### src/rtl/mem_bus_ctrl_if.sv
`default_nettype none
// ============================================================================
// Module   : mem_bus_ctrl_if
// Purpose  : Request/response and bank-side bundle for mem_bus_ctrl.
// Revision : 1.0
// ============================================================================
interface mem_bus_ctrl_if #(
    parameter int NUM_BANKS = 3,
    parameter int BANK_AW   = 11
) ();
    logic                      req_valid;
    logic                      req_ready;
    logic                      req_write;
    logic [31:0]               req_addr;
    logic [31:0]               req_wdata;
    logic [1:0]                req_size;
    logic                      req_zext;
    logic                      rsp_valid;
    logic [31:0]               rsp_rdata;
    logic                      err;
    logic                      err_sticky;
    logic                      busy;
    logic [NUM_BANKS-1:0]      bank_en;
    logic [3:0]                bank_we;
    logic [BANK_AW-1:0]        bank_addr;
    logic [31:0]               bank_wdata;
    logic [32*NUM_BANKS-1:0]   bank_rdata;

    modport slave (
        input  req_valid, req_write, req_addr, req_wdata, req_size, req_zext, bank_rdata,
        output req_ready, rsp_valid, rsp_rdata, err, err_sticky, busy,
               bank_en, bank_we, bank_addr, bank_wdata
    );

    modport master (
        output req_valid, req_write, req_addr, req_wdata, req_size, req_zext, bank_rdata,
        input  req_ready, rsp_valid, rsp_rdata, err, err_sticky, busy,
               bank_en, bank_we, bank_addr, bank_wdata
    );
endinterface
`default_nettype wire

### src/rtl/mem_bus_ctrl.sv
`default_nettype none
// ============================================================================
// Module   : mem_bus_ctrl
// Purpose  : Banked memory bus controller with wait states, sub-word access
//            and error reporting. Optional macro MEM_BUS_CTRL_MISALIGN_CHECK_EN
//            turns misaligned half/word accesses into errors.
// Revision : 1.0
// ============================================================================
module mem_bus_ctrl #(
    parameter int          NUM_BANKS   = 3,
    parameter int          BANK_AW     = 11,
    parameter logic [31:0] BASE_ADDR   = 32'h1001_0000,
    parameter int          WAIT_STATES = 1
) (
    input  logic          clk,
    input  logic          reset,
    mem_bus_ctrl_if.slave bus
);
    localparam int         c_BANK_IW   = (NUM_BANKS > 1) ? $clog2(NUM_BANKS) : 1;
    localparam int         c_OFF_SHIFT = BANK_AW + 2;
    localparam logic [3:0] c_WAIT_LOAD = (WAIT_STATES > 0) ? 4'(WAIT_STATES - 1) : 4'd0;

    typedef enum logic [2:0] {
        ST_IDLE   = 3'd0,
        ST_ACCESS = 3'd1,
        ST_WAIT   = 3'd2,
        ST_RESP   = 3'd3,
        ST_ERR    = 3'd4
    } state_t;

    state_t                r_state;
    state_t                w_stateNext;

    logic [31:0]           w_off;
    logic [31:0]           w_bankFull;
    logic [1:0]            w_offLow;
    logic                  w_invalid;
    logic [3:0]            w_strb;
    logic [31:0]           w_wdataRep;
    logic                  w_accept;
    logic [NUM_BANKS-1:0]  w_bankEn;
    logic [31:0]           w_sel;
    logic [7:0]            w_byte;
    logic [15:0]           w_half;
    logic [31:0]           w_load;

    logic [c_BANK_IW-1:0]  r_bank;
    logic [BANK_AW-1:0]    r_wordAddr;
    logic [1:0]            r_byteOff;
    logic [1:0]            r_size;
    logic                  r_zext;
    logic                  r_write;
    logic [3:0]            r_strb;
    logic [31:0]           r_wdata;
    logic [3:0]            r_waitCnt;
    logic [31:0]           r_rspRdata;
    logic                  r_errSticky;

    // Address decode, alignment and store lane generation for the incoming request
    always_comb begin
        w_off      = bus.req_addr - BASE_ADDR;
        w_bankFull = w_off >> c_OFF_SHIFT;
        w_invalid  = (bus.req_addr < BASE_ADDR) || (w_bankFull >= 32'(NUM_BANKS)) ||
                     (bus.req_size == 2'd3);
`ifdef MEM_BUS_CTRL_MISALIGN_CHECK_EN
        if ((bus.req_size == 2'd1 && w_off[0]) ||
            (bus.req_size == 2'd0 && w_off[1:0] != 2'b00)) begin
            w_invalid = 1'b1;
        end
`endif
        w_offLow   = w_off[1:0];
        w_strb     = 4'b0000;
        w_wdataRep = bus.req_wdata;
        case (bus.req_size)
            2'd0: begin
                w_offLow   = 2'b00;
                w_strb     = 4'b1111;
                w_wdataRep = bus.req_wdata;
            end
            2'd1: begin
                w_offLow   = {w_off[1], 1'b0};
                w_strb     = w_off[1] ? 4'b1100 : 4'b0011;
                w_wdataRep = {2{bus.req_wdata[15:0]}};
            end
            default: begin
                w_offLow   = w_off[1:0];
                w_strb     = 4'b0001 << w_off[1:0];
                w_wdataRep = {4{bus.req_wdata[7:0]}};
            end
        endcase
    end

    assign w_accept = (r_state == ST_IDLE) && bus.req_valid;

    always_comb begin
        w_stateNext   = r_state;
        bus.req_ready = 1'b0;
        bus.busy      = 1'b1;
        bus.rsp_valid = 1'b0;
        bus.err       = 1'b0;
        bus.bank_we   = 4'b0000;
        case (r_state)
            ST_IDLE: begin
                bus.req_ready = 1'b1;
                bus.busy      = 1'b0;
                if (bus.req_valid) begin
                    w_stateNext = w_invalid ? ST_ERR : ST_ACCESS;
                end
            end
            ST_ACCESS: begin
                bus.bank_we = r_write ? r_strb : 4'b0000;
                w_stateNext = (WAIT_STATES == 0) ? ST_RESP : ST_WAIT;
            end
            ST_WAIT: begin
                if (r_waitCnt == 4'd0) begin
                    w_stateNext = ST_RESP;
                end
            end
            ST_RESP: begin
                bus.rsp_valid = 1'b1;
                w_stateNext   = ST_IDLE;
            end
            ST_ERR: begin
                bus.err     = 1'b1;
                w_stateNext = ST_IDLE;
            end
            default: w_stateNext = ST_IDLE;
        endcase
    end

    always_comb begin
        w_bankEn = '0;
        w_sel    = '0;
        for (int i = 0; i < NUM_BANKS; i++) begin
            if (r_bank == c_BANK_IW'(i)) begin
                w_bankEn[i] = (r_state == ST_ACCESS) || (r_state == ST_WAIT);
                w_sel       = bus.bank_rdata[32*i +: 32];
            end
        end
    end

    // Little-endian lane extraction with sign or zero extension
    always_comb begin
        w_byte = w_sel[{r_byteOff, 3'b000} +: 8];
        w_half = r_byteOff[1] ? w_sel[31:16] : w_sel[15:0];
        case (r_size)
            2'd1:    w_load = {{16{~r_zext & w_half[15]}}, w_half};
            2'd2:    w_load = {{24{~r_zext & w_byte[7]}}, w_byte};
            default: w_load = w_sel;
        endcase
    end

    assign bus.bank_en    = w_bankEn;
    assign bus.bank_addr  = r_wordAddr;
    assign bus.bank_wdata = r_wdata;
    assign bus.rsp_rdata  = r_rspRdata;
    assign bus.err_sticky = r_errSticky;

    always_ff @(posedge clk) begin
        if (!reset) begin
            r_state <= ST_IDLE;
        end else begin
            r_state <= w_stateNext;
        end
    end

    always_ff @(posedge clk) begin
        if (!reset) begin
            r_bank      <= '0;
            r_wordAddr  <= '0;
            r_byteOff   <= 2'b00;
            r_size      <= 2'b00;
            r_zext      <= 1'b0;
            r_write     <= 1'b0;
            r_strb      <= 4'b0000;
            r_wdata     <= 32'd0;
            r_waitCnt   <= 4'd0;
            r_rspRdata  <= 32'd0;
            r_errSticky <= 1'b0;
        end else begin
            if (w_accept) begin
                r_bank     <= w_bankFull[c_BANK_IW-1:0];
                r_wordAddr <= w_off[BANK_AW+1:2];
                r_byteOff  <= w_offLow;
                r_size     <= bus.req_size;
                r_zext     <= bus.req_zext;
                r_write    <= bus.req_write;
                r_strb     <= w_strb;
                r_wdata    <= w_wdataRep;
            end
            if (r_state == ST_ACCESS) begin
                r_waitCnt <= c_WAIT_LOAD;
            end else if (r_state == ST_WAIT) begin
                r_waitCnt <= r_waitCnt - 4'd1;
            end
            // Stores leave the previous load data visible on the response
            if (w_stateNext == ST_RESP && !r_write) begin
                r_rspRdata <= w_load;
            end
            if (w_stateNext == ST_ERR) begin
                r_errSticky <= 1'b1;
            end
        end
    end
endmodule
`default_nettype wire

### src/flat_wrapper.sv
// flat-port wrapper written by rule: the top's interface ports become plain ports
module mem_bus_ctrl_flat 
#(
    parameter int          NUM_BANKS   = 3,
    parameter int          BANK_AW     = 11,
    parameter logic [31:0] BASE_ADDR   = 32'h1001_0000,
    parameter int          WAIT_STATES = 1
)
  (clk, reset, bus_req_valid, bus_req_write, bus_req_addr, bus_req_wdata, bus_req_size, bus_req_zext, bus_bank_rdata, bus_req_ready, bus_rsp_valid, bus_rsp_rdata, bus_err, bus_err_sticky, bus_busy, bus_bank_en, bus_bank_we, bus_bank_addr, bus_bank_wdata);
  mem_bus_ctrl_if #(.NUM_BANKS(NUM_BANKS), .BANK_AW(BANK_AW)) bus_i ();
  input  logic clk;
  input  logic reset;
  input wire logic [$bits(bus_i.req_valid)-1:0] bus_req_valid;
  input wire logic [$bits(bus_i.req_write)-1:0] bus_req_write;
  input wire logic [$bits(bus_i.req_addr)-1:0] bus_req_addr;
  input wire logic [$bits(bus_i.req_wdata)-1:0] bus_req_wdata;
  input wire logic [$bits(bus_i.req_size)-1:0] bus_req_size;
  input wire logic [$bits(bus_i.req_zext)-1:0] bus_req_zext;
  input wire logic [$bits(bus_i.bank_rdata)-1:0] bus_bank_rdata;
  output wire logic [$bits(bus_i.req_ready)-1:0] bus_req_ready;
  output wire logic [$bits(bus_i.rsp_valid)-1:0] bus_rsp_valid;
  output wire logic [$bits(bus_i.rsp_rdata)-1:0] bus_rsp_rdata;
  output wire logic [$bits(bus_i.err)-1:0] bus_err;
  output wire logic [$bits(bus_i.err_sticky)-1:0] bus_err_sticky;
  output wire logic [$bits(bus_i.busy)-1:0] bus_busy;
  output wire logic [$bits(bus_i.bank_en)-1:0] bus_bank_en;
  output wire logic [$bits(bus_i.bank_we)-1:0] bus_bank_we;
  output wire logic [$bits(bus_i.bank_addr)-1:0] bus_bank_addr;
  output wire logic [$bits(bus_i.bank_wdata)-1:0] bus_bank_wdata;
  assign bus_i.req_valid = bus_req_valid;
  assign bus_i.req_write = bus_req_write;
  assign bus_i.req_addr = bus_req_addr;
  assign bus_i.req_wdata = bus_req_wdata;
  assign bus_i.req_size = bus_req_size;
  assign bus_i.req_zext = bus_req_zext;
  assign bus_i.bank_rdata = bus_bank_rdata;
  assign bus_req_ready = bus_i.req_ready;
  assign bus_rsp_valid = bus_i.rsp_valid;
  assign bus_rsp_rdata = bus_i.rsp_rdata;
  assign bus_err = bus_i.err;
  assign bus_err_sticky = bus_i.err_sticky;
  assign bus_busy = bus_i.busy;
  assign bus_bank_en = bus_i.bank_en;
  assign bus_bank_we = bus_i.bank_we;
  assign bus_bank_addr = bus_i.bank_addr;
  assign bus_bank_wdata = bus_i.bank_wdata;
  mem_bus_ctrl #(.NUM_BANKS(NUM_BANKS), .BANK_AW(BANK_AW), .BASE_ADDR(BASE_ADDR), .WAIT_STATES(WAIT_STATES)) u_core (.clk(clk), .reset(reset), .bus(bus_i));
endmodule
### config.mk
export PLATFORM = sky130hd
export DESIGN_NAME = mem_bus_ctrl_flat
export DESIGN_NICKNAME = d
export VERILOG_FILES = /design/src/rtl/mem_bus_ctrl_if.sv /design/src/rtl/mem_bus_ctrl.sv /design/src/flat_wrapper.sv
export SDC_FILE = /design/constraint.sdc
export NUM_CORES = 1
export LEC_CHECK = 0
export CAP_MARGIN = 20
export CORE_MARGIN = 2
export CORE_UTILIZATION = 42
export DETAILED_ROUTE_END_ITERATION = 10
export GPL_TIMING_DRIVEN = 0
export PLACE_DENSITY = 0.82
export SYNTH_ARGS = -nofsm -noshare
export SYNTH_HDL_FRONTEND = slang
export SYNTH_SLANG_ARGS = --single-unit
### constraint.sdc
create_clock -name clk -period 2.5 [get_ports clk]
set_input_delay 0.5 -clock clk [delete_from_list [all_inputs] [get_ports clk]]
set_output_delay 0.5 -clock clk [all_outputs]
set_load 0.03 [all_outputs]
; After elaboration in Yosys (flattened, before gate mapping)
; Index checks and enable logic that the tools add are counted.
[op_classes]
n_addsub = 2
order_cmp = 2
eq_ne = 12
shift = 2
mux = 22
bitwise_logic = 4
n_reduce_logical = 11
[ops]
columns = operator, n
row1 = $pmux 32 s2, 2
row2 = $mux 32, 3
row3 = $lt 32x29->1 const B, 1
row4 = $shiftx 32x6->8, 1
row5 = $sub 32x29->32 const B, 1
row6 = $ge 19x2->1 const B, 1
row7 = $mux 16, 1
row8 = $mux 4, 3
row9 = $eq 3x2->1 const B, 3
row10 = $mux 3, 3
row11 = $pmux 3 s3, 1
row12 = $pmux 4 s2, 1
row13 = $mux 1, 7
row14 = $eq 2x1->1 const B, 3
row15 = $eq 2x2->1 const B, 3
row16 = $eq 3x3->1 const B, 2
row17 = $logic_not 2->1, 2
row18 = $logic_not 4->1, 1
row19 = $pmux 2 s2, 1
row20 = $shl 1x2->4 const A, 1
row21 = $sub 4x1->4 const B, 1
row22 = $eq 3x1->1 const B, 1
row23 = $logic_not 3->1, 1
row24 = $logic_or 1x1->1, 3
row25 = 5 further kinds, 8
[word_totals]
ff_bits = 95
word_cells = 67

; Longest topological paths before layout
; Gate-level depths: netlist (run 1).
[depth]
ltp_word = 9
mapped_depth = 9
ltp_nobuf = 7

; Worst setup path before layout (run 1)
; OpenSTA, ideal clock, no wires.
[synth_timing]
kind = register -> output
startpoint = register u_core.r_bank[1]
endpoint = output port bus_bank_en[2]
arrival_time_ps = 1842
path_slack_ps = 158
stages_incl_launch_ff = 6
n_path_buf = 4
path_cell_list = dfxtp_1 buf_6 buf_6 buf_2 buf_2 nor3b_1
[synth_between]
elab_chain_cells = 2
[synth_rtl]
columns = item, line
row1 = from (decl), mem_bus_ctrl.sv:47  ; logic [c_BANK_IW-1:0] r_bank;
row2 = from (signal assigned), mem_bus_ctrl.sv:182  ; r_bank <= w_bankFull[c_BANK_IW-1:0];
row3 = $eq 2x2->1, mem_bus_ctrl.sv:135  ; if (r_bank == c_BANK_IW'(i)) begin
row4 = $mux 1, mem_bus_ctrl.sv:135
row5 = to (decl), flat_wrapper.sv:26  ; output wire logic [$bits(bus_i.bank_en)-1:0] bus_bank_en;
; Every way passes these cells.

; Final worst setup path (run 1)
[layout_timing]
startpoint = register u_core.r_state[2]
endpoint = output port bus_rsp_valid
[layout_between]
elab_chain_cells = 2
[layout_rtl]
columns = item, line
row1 = from (decl), mem_bus_ctrl.sv:31  ; state_t r_state;
row2 = from (signal assigned), mem_bus_ctrl.sv:163  ; r_state <= w_stateNext;
row3 = $eq 3x2->1, mem_bus_ctrl.sv:102  ; case (r_state)
row4 = $mux 1, mem_bus_ctrl.sv:102
row5 = to (decl), flat_wrapper.sv:21  ; output wire logic [$bits(bus_i.rsp_valid)-1:0] bus_rsp_valid;
; Every way passes these cells.

==> results of run 1 <==
## timing repair
| action | 4_1_cts | 5_1_grt |
|---|---|---|
| pin swaps | 0 | 1 |
| resized for setup | 16 | 17 |
| gates cloned | 0 | 0 |
| setup endpoints to repair | 11 | 10 |
## power by group
part	switching, uW	internal (uW)
Combinational	567	500
Clock	611	910
Sequential	40.7	1580
## registers in the layout (all words and copies together), names as in the netlist
| signal | flops |
|---|---|
| u_core.r_waitCnt | 4 |
| u_core.bus.bank_addr | 11 |
| u_core.r_zext | 1 |
| u_core.bus.err_sticky | 1 |
| u_core.r_strb | 4 |
| u_core.r_byteOff | 2 |
| u_core.r_write | 1 |
| u_core.r_bank | 2 |
| u_core.bus.rsp_rdata | 32 |
| u_core.r_size | 2 |
| u_core.r_state | 3 |
| u_core.bus.bank_wdata | 32 |
## cell families (layout without fill, tap and decap cells)
group / count (synthesis) / in the layout
AOI/OAI and AO/OA: 252 / 252
xor gates and xnor gates: 4 / 4
adders and majority gates: 6 / 6
buffers and inverters: 87 / 353
DFF: 95 / 95
muxes: 43 / 43
and+or+nand+nor: 219 / 219
## worst min path at each step
stage	from	to	slack (ns)
floorplan	u_core.r_strb[2]	u_core.r_strb[2]	0.43
global placement	u_core.bus.bank_wdata[31]	u_core.bus.bank_wdata[31]	0.44
detailed placement	u_core.bus.bank_wdata[6]	u_core.bus.bank_wdata[6]	0.45
CTS	u_core.bus.bank_wdata[6]	u_core.bus.bank_wdata[6]	0.45
global route	u_core.bus.bank_addr[3]	u_core.bus.bank_addr[3]	0.47
finish	u_core.bus.bank_wdata[31]	u_core.bus.bank_wdata[31]	0.45
## routing by layer
metal | share of wire, % | global-route usage (%)
met2 | 49 | 50.6
met5 | 0.061 | 0
met4 | 3.0 | 10.6
met1 | 38 | 32.5
met3 | 10 | 9.51
## critical path, delay by kind of cell, from the launching register on
kind / cells / cell delay, ns
buf+inv: 2 / 0.93
simple gates: 1 / 0.30
flops: 1 / 0.36
## metrics by stage
step,setup TNS (ns),setup WS (ns),utilization [%],instance area (um^2)
finish,0,0.0606,67.9,8600
global placement,-1.99,-0.481,64.9,8230
CTS,0,0.00465,67.5,8550
detailed placement,-2.03,-0.472,64.9,8230
floorplan,0,0.158,-,5480
global route,0,0.000896,67.9,8600
## area by class of cell
cell class                      count  area [um^2]  share of cell area, %
Tap cell                          172          215                   2.50
Sequential cell                    95         1900                   22.1
Timing Repair Buffer              253         2520                   29.3
Buffer                             56          265                   3.08
Multi-Input combinational cell    524         3260                   37.9
Clock inverter                      6         90.1                   1.05
Inverter                           28          105                   1.22
Clock buffer                       10          239                   2.78
## cells in the final DEF (no fill, tap or decap), types with 9 or more instances in the layout
master	Yosys	final
a21oi_1	63	63
a311oi_1	16	16
a31oi_1	20	19
and2_1	9	9
buf_2	17	14
clkbuf_1	33	28
clkbuf_16	0	9
clkdlybuf4s50_1	0	243
dfxtp_1	95	95
inv_1	27	26
mux2i_1	40	40
nand2_1	123	123
nand2b_1	10	10
nand3_1	10	10
nor2_1	29	29
o21ai_0	74	74
o22ai_1	10	10
==> impl_metrics.ini, run 1 <==
[flow_run]
cap_violations = 0

[setup_path]
critPathCapture = bus_rsp_valid
critPathLaunchType = flip-flop
r2r_cells = 8
slowest_stage = clkdlybuf4s50_1
crit_path_max_fanout = 10
end_kind = output port
required_ns = 2.00
timing.rr.start = u_core.r_bank[1]
crit_chain = clkbuf_2 -> nor3_1 -> clkdlybuf4s50_1
r2r-end = u_core.bus.rsp_rdata[11]
cp_slowest_stage_delay_ns = 0.73
crit_path_start = u_core.r_state[2]
cp.arrival_ns = 1.94
r2r_setup_slack_ns = 0.25
worstSetupPathType = reg -> out

[synthesis]
synth.distinct_cells = 62
synth_xor_area_share_pct = 0.639
ys_warn_count = 0
syn_nets = 879
synth_flop_cell = dfxtp_1
yosysTopAreaCell = dfxtp_1
synth_edf_count = 0
syn_avg_cell_area_um2 = 7.76
synth_top_area_share_pct = 34.7
netlist_top_cells_area = dfxtp_1 35%, nand2_1 8.4%, mux2i_1 7.3%
ys_seq_area_share_pct = 34.7
synthCells = 706
synth_area_mm2 = 0.00548
yosysMostFrequentCell = nand2_1
synth_top_family_by_area = compound AO/OA/AOI/OAI gates
synth_compound_area_share_pct = 29.4
synth_fa_ha_area_share_pct = 1.37
synthMuxAreaShare_pct = 8.27
synthArstFlopShare_pct = 0
synth-seq-cells = 95
synthSimpleGateAreaFrac_pct = 18.8
synth_commonest_cells = 123 x nand2_1, 95 x dfxtp_1, 74 x o21ai_0

[clocking]
clock_latency_ns = 0.34
clk_path_buf_depth = 2
postCtsHoldBufs = 0
cts_setup_buffers = 0
cts.sinks = 95
clk_pin_slew_ns = 0.07
cts_tree = built
cts_max_level = 3
cts_root_buffer = clkbuf_16
cts_made_buffers = 9

[power_and_ir_drop]
power_density_mw_per_mm2 = 489
finalPower_uw = 4210
cellLeakagePower_uw = 0.00321
irDropWorstVdd_mv = 0.407

[drt]
drc = 0
dr.pass1.iters = 5
wl_per_cell_um = 18.5
via_count = 6392
ant_nets = 0
vias_per_cell = 5.59
drt_iter0_markers = 348
wirelength_um = 21200

[sta]
max_freq_mhz = 410
tightest_slew_ns = 0.687
whs_ns = 0.453
maxSlewViolCount = 0
skew_ns = 0.00780
hold_violations = 0
rsz0062_at_grt = false
slew_headroom_pct = 54.0
fin_crit_sh_pct = 97.6
period_needed_ns = 2.44
setup_violations = 0

[cells_and_area]
layout.nets = 1140
fillCellCount = 1103
antennaDiodeCount = 0
stdcell_count = 1144
drive_gt1_share_pct = 6.89
area_growth_syn_to_layout_pct = 57.0

[floorplan]
ios = 254
core_area_mm2 = 0.0127
fp.dieW_um = 118
start_util_pct = 43.2
dieHeight_um = 118
rows = 41
die_area_mm2 = 0.0140

[global_route]
grt_first_pass_wirelength_um = 32200
grt_start_max_net_pins = 20
grt_overflow = 0
grt_usage_pct = 28.9
grt_pass1_vias = 6110
antenna_found_initial = 1

[hold_path]
hold_class = reg -> reg
whs_path_depth = 2

[place]
port_buffers = 253
dpl.cell_count = 1131
place.gp.congestion = 0.930
dp_hpwl_um = 16500

[outcome]
outcome = finished clean
(Power assumes the default switching activity.)
==> inputs of run 2 (changes only) <==
- SETUP_SLACK_MARGIN: not set -> 0.2
==> impl_metrics.ini, run 2 (synthesis results as in run 1) <==
[sta]
rsz0062_at_grt = true
timing.final.ws_setup_ns = 0.150
whs_ns = 0.451
skew_ns = 0.00716
setup_violations = 0
tightest_slew_ns = 0.672
fin_crit_sh_pct = 94.0
maxSlewViolCount = 0
max_freq_mhz = 426
period_needed_ns = 2.35
hold_violations = 0
slew_headroom_pct = 55.2

[setup_path]
worstSetupPathType = reg -> out
critPathLaunchType = flip-flop
required_ns = 2.00
r2r_cells = 8
cp.arrival_ns = 1.85
r2r-end = u_core.bus.rsp_rdata[5]
r2r_setup_slack_ns = 0.34
end_kind = output port
timing.rr.start = u_core.r_bank[1]
crit_path_max_fanout = 10

[clocking]
cts_max_level = 3
clk_path_buf_depth = 2
cts_setup_buffers = 0
clk_pin_slew_ns = 0.07
cts_tree = built
cts.sinks = 95
clock_latency_ns = 0.36
cts_made_buffers = 9
cts_root_buffer = clkbuf_16

[drt]
drt_iter0_markers = 439
drc = 0
vias_per_cell = 5.67
wirelength_um = 21600
dr.pass1.iters = 6
wl_per_cell_um = 18.8
via_count = 6503
ant_nets = 0

[cells_and_area]
final_cell_mix = 240 x clkdlybuf4s50_1, 123 x nand2_1, 94 x dfxtp_1
area_growth_syn_to_layout_pct = 57.5
fillCellCount = 1101
post-route-util_pct = 68.1
drive_gt1_share_pct = 7.90
antennaDiodeCount = 0
stdcell_count = 1147
layout.nets = 1143
final_common_cell = clkdlybuf4s50_1

[power_and_ir_drop]
cellLeakagePower_uw = 0.00325
finalPower_uw = 4210
power_density_mw_per_mm2 = 488
irDropWorstVdd_mv = 0.392

[global_route]
grt_pass1_vias = 6221
use_met3_pct = 10.5
grt_overflow = 0
grt_usage_pct = 30.3
antenna_found_initial = 1
grt.met2_usage_pct = 51.8
grt_start_max_net_pins = 17
grt_util_met1_pct = 33.9
busiest_layer = met2
grt_first_pass_wirelength_um = 33300

[flow_run]
cap_violations = 0

[outcome]
outcome = finished clean

[place]
port_buffers = 253
dpl.cell_count = 1131
pre_cts_ws_ns = -0.518
place.gp.congestion = 0.954
dp_hpwl_um = 16800

[floorplan]
fp.dieW_um = 118
die_area_mm2 = 0.0140
start_util_pct = 43.2
core_area_mm2 = 0.0127
rows = 41
ios = 254
dieHeight_um = 118

[hold_path]
min_from = u_core.r_strb[2]
whs_path_depth = 2
min_to = u_core.r_strb[2]
hold_class = reg -> reg
[run 2: cell count changes in the layout (fill, tap and decap cells not counted), sizes merged]
cell / delta
buf: +8
clkdlybuf4s15: -3
clkdlybuf4s50: -3
clkinv: +1
dlygate4sd2: +2
dlymetal6s2s: -1
inv: -1
[run 2: worst max-delay path by stage]
stage	slack (ns)	cells after the start	to	from
after global routing	0.14	5	bus_bank_en[0]	u_core.r_bank[0]
after detailed placement	-0.52	8	u_core.r_state[0]	bus_req_addr[16]
final	0.15	5	bus_bank_en[0]	u_core.r_bank[0]
after CTS	0.06	4	bus_busy	u_core.r_state[1]
after floorplan	0.33	7	u_core.bus.bank_wdata[16]	u_core.r_state[1]
after global placement	-0.48	8	u_core.r_state[0]	bus_req_addr[16]
[run 2: cell type report]
class	count	area [um^2]	share of cell area [%]
sequential	95	1900	22.0
multi-input combinational	524	3280	38.0
timing repair buffer	253	2500	29.0
clock buffer	10	229	2.65
inverter	28	105	1.22
buffer	59	305	3.54
clock inverter	6	93.8	1.09
tap	172	215	2.49
[run 2: where the power goes]
group | internal [uW] | switching (uW)
clock | 884 | 634
sequential | 1580 | 37.8
combinational | 507 | 571
[run 2: repair_timing]
item	in CTS	in global routing
hold buffers	0	0
resized for setup	54	22
pin swaps	1	2
endpoints found under the setup margin	14	23
[run 2: layer usage]
layer  share of wire, %  wire (um)
met1                 37       8080
met2                 48      10300
met3                 11       2320
met4                4.1        878
met5              0.060         13
[run 2: worst max-delay path, stage by stage (launching register included)]
cell and delay (ns):
dfxtp_2 0.37, buf_4 0.19, buf_2 0.20, clkbuf_4 0.22, nor3_2 0.26, clkbuf_4 0.24
[run 2: stage by stage]
step	setup TNS, ns	instance area, um^2
final	0	8630
after global routing	0	8630
after CTS	0	8620
after detailed placement	-2.62	8230
after global placement	-2.52	8230
after floorplan	0	5480
